[src/rtl/vga_fb_scheduler.sv]
`default_nettype none
// ============================================================================
// vga_fb_scheduler : frame-buffer arbiter, display FWFT prefetch + pixel writer
// Optional macro   : STARVE_GUARD_EN (bounded writer wait)
// Revision         : 1.0
// ============================================================================
module vga_fb_scheduler #(
  parameter int ADDR_W       = 19,
  parameter int DATA_W       = 24,
  parameter int FRAME_PIXELS = 307200,
  parameter int FIFO_DEPTH   = 16,
  parameter int RD_LAT       = 2,
  parameter int STARVE_MAX   = 8
) (
  input  logic              clk,
  input  logic              arst_n,
  input  logic              frame_start,
  input  logic              pix_ren,
  output logic [DATA_W-1:0] pix_data,
  output logic              pix_empty,
  output logic              underflow,
  input  logic              wr_valid,
  output logic              wr_ready,
  input  logic [ADDR_W-1:0] wr_addr,
  input  logic [DATA_W-1:0] wr_data,
  output logic [ADDR_W-1:0] mem_addr,
  output logic [DATA_W-1:0] mem_wdata,
  output logic              mem_we,
  output logic              mem_re,
  input  logic [DATA_W-1:0] mem_rdata
);

  localparam int                PTR_W     = $clog2(FIFO_DEPTH);
  localparam int                CNT_W     = PTR_W + 1;
  localparam logic [ADDR_W-1:0] LAST_ADDR = ADDR_W'(FRAME_PIXELS - 1);
  localparam logic [CNT_W:0]    DEPTH_C   = (CNT_W + 1)'(FIFO_DEPTH);

  typedef enum logic [1:0] {
    IDLE  = 2'd0,
    FETCH = 2'd1,
    DONE  = 2'd2
  } state_e;

  state_e              state_q, state_d;
  logic [ADDR_W-1:0]   fetch_addr_q, fetch_addr_d;
  logic [CNT_W-1:0]    fifo_cnt_q, fifo_cnt_d;
  logic [CNT_W-1:0]    inflight_q, inflight_d;
  logic [PTR_W-1:0]    rd_ptr_q, rd_ptr_d;
  logic [PTR_W-1:0]    wr_ptr_q, wr_ptr_d;
  logic [DATA_W-1:0]   fifo_mem_q [FIFO_DEPTH];
  logic [DATA_W-1:0]   fifo_mem_d [FIFO_DEPTH];
  logic [RD_LAT-1:0]   rd_pipe_q, rd_pipe_d;
  logic                underflow_q, underflow_d;
  logic                mem_re_q, mem_re_d;
  logic                mem_we_q, mem_we_d;
  logic [ADDR_W-1:0]   mem_addr_q, mem_addr_d;
  logic [DATA_W-1:0]   mem_wdata_q, mem_wdata_d;

  logic                fetch_ok;
  logic                fetch_go;
  logic                wr_go;
  logic                force_wr;
  logic                push;
  logic                pop;
  logic                fifo_empty;
  logic [CNT_W:0]      credit_used;

`ifdef STARVE_GUARD_EN
  localparam int              SC_W       = $clog2(STARVE_MAX + 1);
  localparam logic [SC_W-1:0] STARVE_LIM = SC_W'(STARVE_MAX);

  logic [SC_W-1:0] starve_cnt_q, starve_cnt_d;

  always_comb begin
    starve_cnt_d = starve_cnt_q;
    if (!wr_valid || wr_go) begin
      starve_cnt_d = '0;
    end else if (starve_cnt_q != STARVE_LIM) begin
      starve_cnt_d = starve_cnt_q + SC_W'(1);
    end
  end

  always_ff @(posedge clk or negedge arst_n) begin
    if (!arst_n) begin
      starve_cnt_q <= '0;
    end else begin
      starve_cnt_q <= starve_cnt_d;
    end
  end

  assign force_wr = (starve_cnt_q == STARVE_LIM) && wr_valid;
`else
  assign force_wr = 1'b0;
`endif

  // Credits cover FIFO occupancy plus every non-stale read still in flight.
  assign fifo_empty  = (fifo_cnt_q == '0);
  assign credit_used = {1'b0, fifo_cnt_q} + {1'b0, inflight_q};
  assign fetch_ok    = (state_q == FETCH) && !frame_start && (credit_used < DEPTH_C);
  assign fetch_go    = fetch_ok && !force_wr;
  assign wr_ready    = wr_valid && !fetch_go;
  assign wr_go       = wr_valid && wr_ready;

  assign push = rd_pipe_q[RD_LAT-1] && !frame_start;
  assign pop  = pix_ren && !fifo_empty;

  always_comb begin
    rd_pipe_d    = '0;
    rd_pipe_d[0] = mem_re_q && !frame_start;
    for (int i = 1; i < RD_LAT; i++) begin
      rd_pipe_d[i] = rd_pipe_q[i-1] && !frame_start;
    end
  end

  always_comb begin
    fifo_mem_d = fifo_mem_q;
    if (push) begin
      fifo_mem_d[wr_ptr_q] = mem_rdata;
    end
    if (frame_start) begin
      rd_ptr_d   = '0;
      wr_ptr_d   = '0;
      fifo_cnt_d = '0;
      inflight_d = '0;
    end else begin
      rd_ptr_d   = rd_ptr_q + PTR_W'(pop);
      wr_ptr_d   = wr_ptr_q + PTR_W'(push);
      fifo_cnt_d = fifo_cnt_q + CNT_W'(push) - CNT_W'(pop);
      inflight_d = inflight_q + CNT_W'(fetch_go) - CNT_W'(push);
    end
    underflow_d = underflow_q || (pix_ren && fifo_empty);
  end

  always_comb begin
    state_d      = state_q;
    fetch_addr_d = fetch_addr_q;
    if (frame_start) begin
      state_d      = FETCH;
      fetch_addr_d = '0;
    end else if (fetch_go) begin
      fetch_addr_d = fetch_addr_q + ADDR_W'(1);
      if (fetch_addr_q == LAST_ADDR) begin
        state_d = DONE;
      end
    end
  end

  always_comb begin
    mem_re_d    = fetch_go;
    mem_we_d    = wr_go;
    mem_addr_d  = mem_addr_q;
    mem_wdata_d = mem_wdata_q;
    if (fetch_go) begin
      mem_addr_d = fetch_addr_q;
    end else if (wr_go) begin
      mem_addr_d  = wr_addr;
      mem_wdata_d = wr_data;
    end
  end

  always_ff @(posedge clk or negedge arst_n) begin
    if (!arst_n) begin
      state_q      <= IDLE;
      fetch_addr_q <= '0;
      fifo_cnt_q   <= '0;
      inflight_q   <= '0;
      rd_ptr_q     <= '0;
      wr_ptr_q     <= '0;
      rd_pipe_q    <= '0;
      underflow_q  <= 1'b0;
      mem_re_q     <= 1'b0;
      mem_we_q     <= 1'b0;
      mem_addr_q   <= '0;
      mem_wdata_q  <= '0;
      for (int i = 0; i < FIFO_DEPTH; i++) begin
        fifo_mem_q[i] <= '0;
      end
    end else begin
      state_q      <= state_d;
      fetch_addr_q <= fetch_addr_d;
      fifo_cnt_q   <= fifo_cnt_d;
      inflight_q   <= inflight_d;
      rd_ptr_q     <= rd_ptr_d;
      wr_ptr_q     <= wr_ptr_d;
      rd_pipe_q    <= rd_pipe_d;
      underflow_q  <= underflow_d;
      mem_re_q     <= mem_re_d;
      mem_we_q     <= mem_we_d;
      mem_addr_q   <= mem_addr_d;
      mem_wdata_q  <= mem_wdata_d;
      for (int i = 0; i < FIFO_DEPTH; i++) begin
        fifo_mem_q[i] <= fifo_mem_d[i];
      end
    end
  end

  assign pix_data  = fifo_mem_q[rd_ptr_q];
  assign pix_empty = fifo_empty;
  assign underflow = underflow_q;
  assign mem_re    = mem_re_q;
  assign mem_we    = mem_we_q;
  assign mem_addr  = mem_addr_q;
  assign mem_wdata = mem_wdata_q;

endmodule

`default_nettype wire

[config.mk]
export PLATFORM = sky130hd
export DESIGN_NAME = vga_fb_scheduler
export DESIGN_NICKNAME = d
export VERILOG_FILES = /design/src/rtl/vga_fb_scheduler.sv
export SDC_FILE = /design/constraint.sdc
export NUM_CORES = 1
export LEC_CHECK = 0
export BUFFER_PORTS_ARGS = -buffer_cell sky130_fd_sc_hd__buf_2
export CAP_MARGIN = 10
export CORE_AREA = 2 2 202 204
export CTS_BUF_LIST = sky130_fd_sc_hd__clkbuf_8
export DETAILED_ROUTE_END_ITERATION = 6
export DIE_AREA = 0 0 204 206
export MAX_ROUTING_LAYER = met4
export PLACE_DENSITY = 0.83
export SLEW_MARGIN = 30
export SYNTH_ARGS = -nofsm -noshare
export SYNTH_HDL_FRONTEND = slang
export SYNTH_SLANG_ARGS = --single-unit
[constraint.sdc]
create_clock -name clk -period 2.81 [get_ports clk]
set_input_delay 0.281 -clock clk [delete_from_list [all_inputs] [get_ports clk]]
set_output_delay 0.281 -clock clk [all_outputs]
set_load 0.02 [all_outputs]
==> run metrics, run 1 <==
Netlist Area Pre-Place 0.0216 mm²; max frequency between 300 and 400 MHz; RSZ-0062 raised after global routing yes; drt wl/cell 23.2 µm; max-slew violation count 0; violated checks negative setup slack; Data arrival, critical path 2660 ps; pin count of the biggest net entering global routing 78; xor/xnor share of the synthesized area 0.365%; Power Density about 750 mW/mm²; CP peak stage delay 540 ps; actual transition at the worst max-transition pin 664 ps; Setup crit end kind primary output; CTS tree yes; Worst Setup Start Kind flip-flop; Area growth syn-to-layout 19.1%; ANT nets after route 0; vias 13,100; largest family of logic cells by synthesized area multiplexers; cells along the critical path buf_12 > buf_12 > mux4_2 > mux4_2 > buf_6; Worst Path Class, Setup flip-flop to primary output; CP max-delay cell mux4_2; Post-synth ARST share 100%; Core Util, Final a little under two thirds; Max FO, Critical Path 7; HP Class primary input to flip-flop; clk sink count 471; Period Utilization, post-route 104%; routability cong. 0.815; number of flops mapped to enable cells by yosys 0; clock root buffer clkbuf_8; share of post-route cells with drive strength above 1 53.2%; status finished, violations left; Worst IR Drop VDD 0.000588 V; final setup vio count 23; Die W 204 µm; Core Footprint 0.0402 mm²; H-Tree Depth 3; vias per inst 5.95; Die Footprint 0.0420 mm²; first-pass GRT wire length 80,200 µm; syn_nets 1,467; io pins about 140; dpl ws 16.0 ps; Max Cap Viol 0; Initial Utilization 53.7%; nets 1,714; DPL Wire Length around 30,000 µm; First DRT Iteration DRCs 907; CTS clk-pin slew, worst paths 60 ps; Port Buf Inserts 143; worst endpoint required time 2530 ps; Synth Instances 1,373; Fin. Hold Viols 0; post-synthesis sequential area ratio 54.6%; initial antenna violation count 1; Post-route DRC 0; final critical-path required period slightly below 3000 ps; grt ovf 0; slew margin rel. 55.8%; detailed-router iteration count before antenna repair 5; P_leak 12.5 nW; Clock Skew 26.8 ps; Yosys reg bits between 400 and 500; Mapped Avg Cell Area 15.7 µm²; CTS Buf Count 79; Adder-Cell Fraction of Synth Area 1.35%; Clk Latency, worst-skew pair roughly 630 ps; post-synthesis compound-gate area fraction 1.71%; Netlist cell types 54; final wirelength 51,100 µm; die height 206 µm; placed cells 2,004; row count 74; setup TNS -1910 ps; most frequent cells in the layout dfrtp_1 (468), mux2_2 (395), mux4_2 (120); CTS Buffer Depth 3; mux cell area share after synthesis 35.0%; yosys warns 0; vias in the first global route 14,100; simple logic cell fraction of the synthesized area 3.85%; most common cell after layout, fill and taps aside dfrtp_1; worst setup margin -126 ps; Cell Count, Final, Fillers Out 2,207; top_reg_cell synth dfrtp_1; Tot GR Track Use 25.7%
==> cell families after synthesis <==
kind of cell	count (synthesis)
DFF	471
xor gates and xnor gates	9
and+or+nand+nor	132
adders and majority gates	22
muxes	553
buffers and inverters	127
AOI/OAI and AO/OA	59
==> flip-flops by register name, summed over array words and instances (netlist names) <==
name	cells
mem_we	1
fifo_mem_q	384
state_q	2
rd_pipe_q	2
wr_ptr_q	4
mem_addr	19
inflight_q	5
fetch_addr_q	19
rd_ptr_q	4
mem_re	1
fifo_cnt_q	5
mem_wdata	24
underflow	1
==> cell usage after synthesis (4+ instances only) <==
cell type | count | area share (%)
nand4_1 | 5 | 0.15
a21oi_1 | 13 | 0.30
o21ai_0 | 21 | 0.49
mux2_1 | 16 | 0.84
mux2_2 | 395 | 21
nand2_2 | 9 | 0.26
nand2_1 | 12 | 0.21
nor2_1 | 16 | 0.28
mux2i_1 | 22 | 1.0
nor3b_4 | 4 | 0.35
inv_1 | 17 | 0.30
nand3_1 | 29 | 0.67
xor2_1 | 5 | 0.20
xnor2_1 | 4 | 0.16
dfrtp_1 | 471 | 55
nor2b_1 | 17 | 0.49
ha_1 | 20 | 1.2
clkbuf_1 | 47 | 0.82
and4_1 | 4 | 0.16
or4_1 | 6 | 0.21
o31ai_1 | 7 | 0.24
and3_1 | 6 | 0.17
nor4_1 | 7 | 0.20
buf_4 | 4 | 0.14
mux4_2 | 120 | 13
buf_6 | 16 | 0.84
buf_2 | 39 | 0.91
a21o_1 | 6 | 0.21
==> worst max-delay path: cells and delay by family, from the launching register on <==
kind     cells  cell delay, ps
mux          2            1070
flops        1             500
buf+inv      3             450
==> per-layer routing <==
metal	track usage [%]	vias up	wire length, µm
met5	-	-	0
met4	9.50	0	1660
li1	-	5622	-
met1	32.4	6934	20900
met3	5.25	140	3060
met2	41.6	442	25500
==> final timing paths <==
check                         startpoint               to  slack [ps]  cells after the start
setup / recovery             rd_ptr_q[0]     pix_data[16]        -130                      5
hold / removal             mem_rdata[13]   fifo_mem_q[37]          90                      2
setup reg to reg           fifo_cnt_q[4]    inflight_q[4]         140                     13
hold reg to reg             rd_pipe_q[0]     rd_pipe_q[1]         470                      1
max in group asynchronous         arst_n     mem_wdata[4]        1630                      4
min in group asynchronous         arst_n  fifo_mem_q[344]         220                      2
==> metrics by stage <==
step	power (mW)	cell area (µm²)	hold WS, ps
6_report	19.2	25700	86.5
5_1_grt	20.1	25700	56.0
4_1_cts	18.8	25400	0.195
3_5_place_dp	12.4	23100	309
3_3_place_gp	12.3	23100	307
2_1_floorplan	10.9	21600	-14.6
==> timing repair <==
| item | in CTS | in global routing |
|---|---|---|
| gates resized for setup | 33 | 43 |
| hold endpoints to repair | 111 | 0 |
| pin swaps | 1 | 4 |
| endpoints found under the setup margin | 26 | 27 |
| hold buffers | 44 | 0 |
| buffers inserted | 11 | 5 |
| gates cloned | 4 | 4 |
==> report_power, final <==
group	total, mW	leakage, nW	internal (mW)	switching [mW]
logic	5.61	5.15	2.86	2.75
registers	7.75	6.43	7.35	0.397
clock network	5.84	0.877	3.10	2.74
total	19.2	12.5	13.3	5.88
==> area by class of cell <==
type / count / area, µm²
tap: 532 / 666
fill: 2768 / 14500
sequential: 471 / 11800
clock inverter: 38 / 165
multi-input combinational: 775 / 9200
timing repair buffer: 275 / 2460
antenna: 1 / 2.50
inverter: 18 / 68.8
clock buffer: 97 / 1340
Note: power is estimated with default switching activity, not from simulation.
==> inputs of run 2 (changes only) <==
- BUFFER_PORTS_ARGS: -buffer_cell sky130_fd_sc_hd__buf_2 -> unset
- DONT_BUFFER_PORTS: unset -> 1
- HOLD_SLACK_MARGIN: unset -> 0.12
- PLACE_DENSITY: 0.83 -> 0.8
==> run 2 against run 1 <==
  * Highest routed layer unchanged
  * Global-route usage decreased by 0.66 points
  * Critical path type unchanged
  * Sequential cell count stayed put
  * Routed wire length down 2.5%
  * Combinational power is 21% lower
  * Largest cell class unchanged
  * Core utilization down 1.1 points
  * Largest power group unchanged
  * The run ends with negative hold slack, negative setup slack left
  * Clock-buffer cell count grew 3
==> run metrics, run 2 (synthesis results as in run 1) <==
status finished, violations left (unchanged); violated checks negative hold slack, negative setup slack (was negative setup slack); Clk Latency, worst-skew pair 640 ps (was 630 ps); Area growth syn-to-layout 17.2% (was 19.1%); H-Tree Depth 3 (unchanged); Fin. Hold Viols 471 (was 0); initial antenna violation count 2 (was 1); CTS Buf Count 77 (was 79); most common cell after layout, fill and taps aside dfrtp_1 (unchanged); Power Density 732 mW/mm² (was 747 mW/mm²); clock root buffer clkbuf_8 (unchanged); die height 206 µm (unchanged); DPL Wire Length 27,900 µm (was 29,600 µm); actual transition at the worst max-transition pin 1410 ps (was 664 ps); most frequent cells in the layout dfrtp_1 (468), mux2_2 (395), mux4_2 (120) (unchanged); Port Buf Inserts 0 (was 143); Post-route DRC 0 (unchanged); CTS tree yes (unchanged); Critical Path End pix_data[16] (unchanged); slew margin rel. 6.28% (was 55.8%); worst endpoint required time 2530 ps (about the same); total internal power 12.9 mW (was 13.3 mW); Worst Path Class, Setup flip-flop to primary output (unchanged); Largest Register fifo_mem_q (unchanged); max-slew violation count 0 (unchanged); Die Footprint 0.0420 mm² (unchanged); vias in the first global route 13,700 (was 14,100); drt wl/cell 23.6 µm (was 23.2 µm); vias 12,700 (was 13,100); Max Cap Viol 0 (unchanged); max FFs per register 384 (unchanged); CTS clk-pin slew, worst paths 60 ps (about the same); Period Utilization, post-route 101% (was 104%); max frequency 351 MHz (was 341 MHz); Max FO, Critical Path 9 (was 7); Reg2Reg Depth 12 (was 13); Data arrival, critical path 2570 ps (was 2660 ps); pin count of the biggest net entering global routing 472 (was 78); First DRT Iteration DRCs 751 (was 907); nets 1,612 (was 1,714); Sw Ratio 30.3% (was 30.7%); worst setup margin -38.1 ps (was -126 ps); final wirelength 49,800 µm (was 51,100 µm); clk sink count 471 (unchanged); io pins 144 (unchanged); ANT nets after route 0 (unchanged); Comb pwr share 23.9% (was 29.2%); RSZ-0062 raised after global routing yes (unchanged); Clock Skew 40.2 ps (was 26.8 ps); reg-to-reg critical path startpoint fifo_cnt_q[2] (was fifo_cnt_q[4]); routability cong. 0.850 (was 0.815); Worst Setup Start Kind flip-flop (unchanged); post-layout total power 18.5 mW (was 19.2 mW); Worst IR Drop VDD 0.000520 V (was 0.000588 V); Core Footprint 0.0402 mm² (unchanged); Worst R2R Setup Slack 140 ps (about the same); CTS Hold Bufs 114 (was 44); hold_ws -652 ps (was 86.5 ps); Die W 204 µm (unchanged); P_leak 11.9 nW (was 12.5 nW); first-pass GRT wire length 77,800 µm (was 80,200 µm); Layout fillers 2,842 (was 2,768); sequential fraction of design power 43.8% (was 40.4%); row count 74 (unchanged); P_sw 5.60 mW (was 5.88 mW); final setup vio count 14 (was 23); Setup crit end kind primary output (unchanged); Core Util, Final 62.9% (was 63.9%); CTS Buffer Depth 3 (unchanged); grt ovf 0 (unchanged); Tot GR Track Use 25.1% (was 25.7%); share of post-route cells with drive strength above 1 46.0% (was 53.2%); Initial Utilization 53.7% (unchanged); detailed-router iteration count before antenna repair 5 (unchanged); vias per inst 6.01 (was 5.95); HP Class primary input to asynchronous set/reset pin (was primary input to flip-flop); clock power share 32.2% (was 30.4%); Crit Reg-Reg Endpoint fifo_cnt_q[4] (was inflight_q[4]); final critical-path required period 2850 ps (was 2940 ps); Critical path origin rd_ptr_q[0] (unchanged)
-- run 2: stage by stage --
stage / setup TNS, ps / setup WS, ps / cells / hold WS (ps) / area (µm²)
final: -263 / -38.1 / 2108 / -652 / 25300
after global routing: -1610 / -89.7 / 2107 / -699 / 25300
after CTS: -1040 / -98.5 / 2097 / -701 / 25100
after detailed placement: -19.3 / -19.3 / 1843 / -3.50 / 22200
after global placement: 0 / 126 / 1843 / -3.80 / 22200
after floorplan: 0 / 5.86 / 1373 / -14.6 / 21600
-- run 2: metal layers --
metal / track usage, % / wire, µm / vias up
li1: - / - / 5431
met4: 8.64 / 1280 / 0
met1: 31.7 / 20300 / 6670
met5: - / 0 / -
met3: 5.50 / 3390 / 108
met2: 40.4 / 24800 / 451
-- run 2: worst min-delay path by stage --
stage                      start  cells after the start  slack (ps)              end
after floorplan           arst_n                      0         -10  fetch_addr_q[0]
after global placement    arst_n                      0          -4  fifo_mem_q[294]
after detailed placement  arst_n                      0          -4  fifo_mem_q[342]
after CTS                 arst_n                      0        -700  fifo_mem_q[342]
after global routing      arst_n                      0        -700  fifo_mem_q[342]
final                     arst_n                      0        -650  fifo_mem_q[342]
-- run 2: power by group through the flow --
stage          Combinational, mW  Clock, mW  Sequential (mW)
3_3_place_gp                3.30          0             8.23
4_1_cts                     4.13       6.09             8.07
6_report                    4.43       5.96             8.11
2_1_floorplan               2.81          0             8.04
5_1_grt                     4.73       6.42             8.17
3_5_place_dp                3.40          0             8.23
-- run 2: critical path, cell delays in order, from the launching register on --
cell       delay [ps]
dfrtp_4           480
buf_12            170
clkbuf_16         190
mux4_2            510
mux4_2            570
-- run 2: timing repair --
action	in CTS	in global routing
resized for setup	15	14
buffers inserted	5	3
endpoints found under the setup margin	26	26
hold endpoints to repair	941	471
cloned	1	5
pin swaps	1	3
-- run 2: cell type report --
type,count,area (µm²),share of cell area (%)
Multi-Input combinational cell,775,9190,36.4
Sequential cell,471,11800,46.7
Inverter,18,68.8,0.272
Antenna cell,3,7.51,0.0297
Timing Repair Buffer,175,1990,7.89
Clock inverter,34,171,0.678
Tap cell,532,666,2.63
Clock buffer,100,1380,5.45
==> inputs of run 3 (changes only) <==
- BUFFER_PORTS_ARGS: unset -> -buffer_cell sky130_fd_sc_hd__buf_2
- DONT_BUFFER_PORTS: 1 -> unset
- MAX_ROUTING_LAYER: met4 -> unset
- PLACE_DENSITY: 0.8 -> 0.83
==> run 3 against run 2 <==
  * The run ends with negative setup slack left
  * Critical path depth up 1
  * Setup slack got worse by 120 ps
  * Worst hold slack gained 870 ps
  * Routed wire length rose by 3.7%
  * Via count increased by 4.5%
  * Core utilization is 1.7 points higher
==> run metrics, run 3 (synthesis results as in run 1) <==
status finished, violations left (unchanged); violated checks negative setup slack (was negative hold slack, negative setup slack); Worst Setup Start Kind flip-flop (unchanged); Data arrival, critical path 2690 ps (was 2570 ps); pin count of the biggest net entering global routing 78 (was 472); row count 74 (unchanged); slew margin rel. 55.6% (was 6.28%); max-slew violation count 0 (unchanged); actual transition at the worst max-transition pin 667 ps (was 1410 ps); RSZ-0062 raised after global routing yes (unchanged); Worst R2R Setup Slack 120 ps (was 140 ps); most common cell after layout, fill and taps aside dfrtp_1 (unchanged); worst setup margin -161 ps (was -38.1 ps); dpl ws 16.0 ps (was -19.3 ps); CTS clk-pin slew, worst paths 60 ps (about the same); HP Class primary input to asynchronous set/reset pin (unchanged); Fin. Hold Viols 0 (was 471); number of antenna repair diodes 0 (was 3); most frequent cells in the layout dfrtp_1 (468), mux2_2 (395), mux4_2 (120) (unchanged); Die W 204 µm (unchanged); Largest Register fifo_mem_q (unchanged); Tot GR Track Use 25.2% (was 25.1%); Critical path origin rd_ptr_q[0] (unchanged); detailed-router iteration count before antenna repair 5 (unchanged); placed cells 2,004 (was 1,843); worst endpoint required time 2530 ps (about the same); Clock Skew 21.1 ps (was 40.2 ps); vias in the first global route 14,300 (was 13,700); First DRT Iteration DRCs 874 (was 751); P_leak 12.6 nW (was 11.9 nW); Clk Latency, worst-skew pair 630 ps (was 640 ps); H-Tree Depth 3 (unchanged); final critical-path required period 2970 ps (was 2850 ps); ANT nets after route 0 (unchanged); Power Density 742 mW/mm² (was 732 mW/mm²); DPL Wire Length 29,600 µm (was 27,900 µm); vias 13,200 (was 12,700); Die Footprint 0.0420 mm² (unchanged); share of post-route cells with drive strength above 1 52.4% (was 46.0%); Core Footprint 0.0402 mm² (unchanged); max frequency 337 MHz (was 351 MHz); reg-to-reg critical path startpoint fifo_cnt_q[4] (was fifo_cnt_q[2]); Initial Utilization 53.7% (unchanged); initial antenna violation count 0 (was 2); Layout fillers 2,759 (was 2,842); Area growth syn-to-layout 20.3% (was 17.2%); clock root buffer clkbuf_8 (unchanged); grt ovf 0 (unchanged); max FFs per register 384 (unchanged); io pins 144 (unchanged); vias per inst 5.93 (was 6.01); Post-route DRC 0 (unchanged); drt wl/cell 23.1 µm (was 23.6 µm); nets 1,740 (was 1,612); Port Buf Inserts 143 (was 0); Max FO, Critical Path 5 (was 9); CTS tree yes (unchanged); final setup vio count 23 (was 14); hold_ws 215 ps (was -652 ps); routability cong. 0.803 (was 0.850); die height 206 µm (unchanged); Setup crit end kind primary output (unchanged); Cell Count, Final, Fillers Out 2,232 (was 2,108); clk sink count 471 (unchanged); Worst IR Drop VDD 0.000612 V (was 0.000520 V); Core Util, Final 64.6% (was 62.9%); first-pass GRT wire length 81,000 µm (was 77,800 µm); Worst Path Class, Setup flip-flop to primary output (unchanged); Max Cap Viol 0 (unchanged); final wirelength 51,700 µm (was 49,800 µm); CTS Buffer Depth 3 (unchanged); Period Utilization, post-route 106% (was 101%); CTS Buf Count 79 (was 77)
-- run 3: what timing repair did --
item                                    4_1_cts  5_1_grt
resized for setup                            33       43
endpoints found under the setup margin       26       27
gates cloned                                  4        4
hold buffers                                 70        0
buffers inserted                             11        5
pin swaps                                     1        4
hold endpoints to repair                    478        0
-- run 3: worst max-delay path: stages (launching register included) --
cell,delay (ps)
dfrtp_4,500
buf_12,170
clkbuf_16,160
mux4_2,520
mux4_2,550
buf_6,160
-- run 3: final cells by class --
type | instances | area, µm² | share of cell area, %
clock inverter | 38 | 165 | 0.636
tap | 532 | 666 | 2.56
inverter | 18 | 68.8 | 0.265
multi-input combinational | 775 | 9200 | 35.5
clock buffer | 97 | 1340 | 5.14
sequential | 471 | 11800 | 45.5
timing repair buffer | 301 | 2720 | 10.5
-- run 3: final timing paths --
kind,end,cells past startpoint
min,fifo_mem_q[344],2
min reg2reg,rd_pipe_q[1],1
min in group clk,mem_addr[0],4
max,pix_data[17],5
max in group asynchronous,mem_wdata[4],4
max reg2reg,inflight_q[4],13
-- run 3: metal layers --
| metal | vias to the layer above | global-route usage, % | share of wire [%] |
|---|---|---|---|
| met2 | 441 | 42.3 | 50 |
| met4 | 0 | 9.94 | 3.5 |
| li1 | 5666 | - | - |
| met5 | - | 0 | 0 |
| met3 | 139 | 5.50 | 5.9 |
| met1 | 6990 | 32.2 | 40 |
-- run 3: report_power, final --
| group | switching, mW | internal, mW | total (mW) |
|---|---|---|---|
| Sequential | 0.402 | 7.35 | 7.76 |
| Combinational | 2.77 | 2.88 | 5.65 |
| Clock | 2.74 | 3.10 | 5.84 |
| Total | 5.91 | 13.3 | 19.2 |
-- run 3: stage by stage --
step | TNS (ps) | total power [mW] | area, µm²
finish | -2000 | 19.2 | 26000
global placement | 0 | 12.3 | 23100
global route | -4100 | 20.1 | 26000
CTS | -3560 | 18.8 | 25700
floorplan | 0 | 10.9 | 21600
detailed placement | 0 | 12.4 | 23100
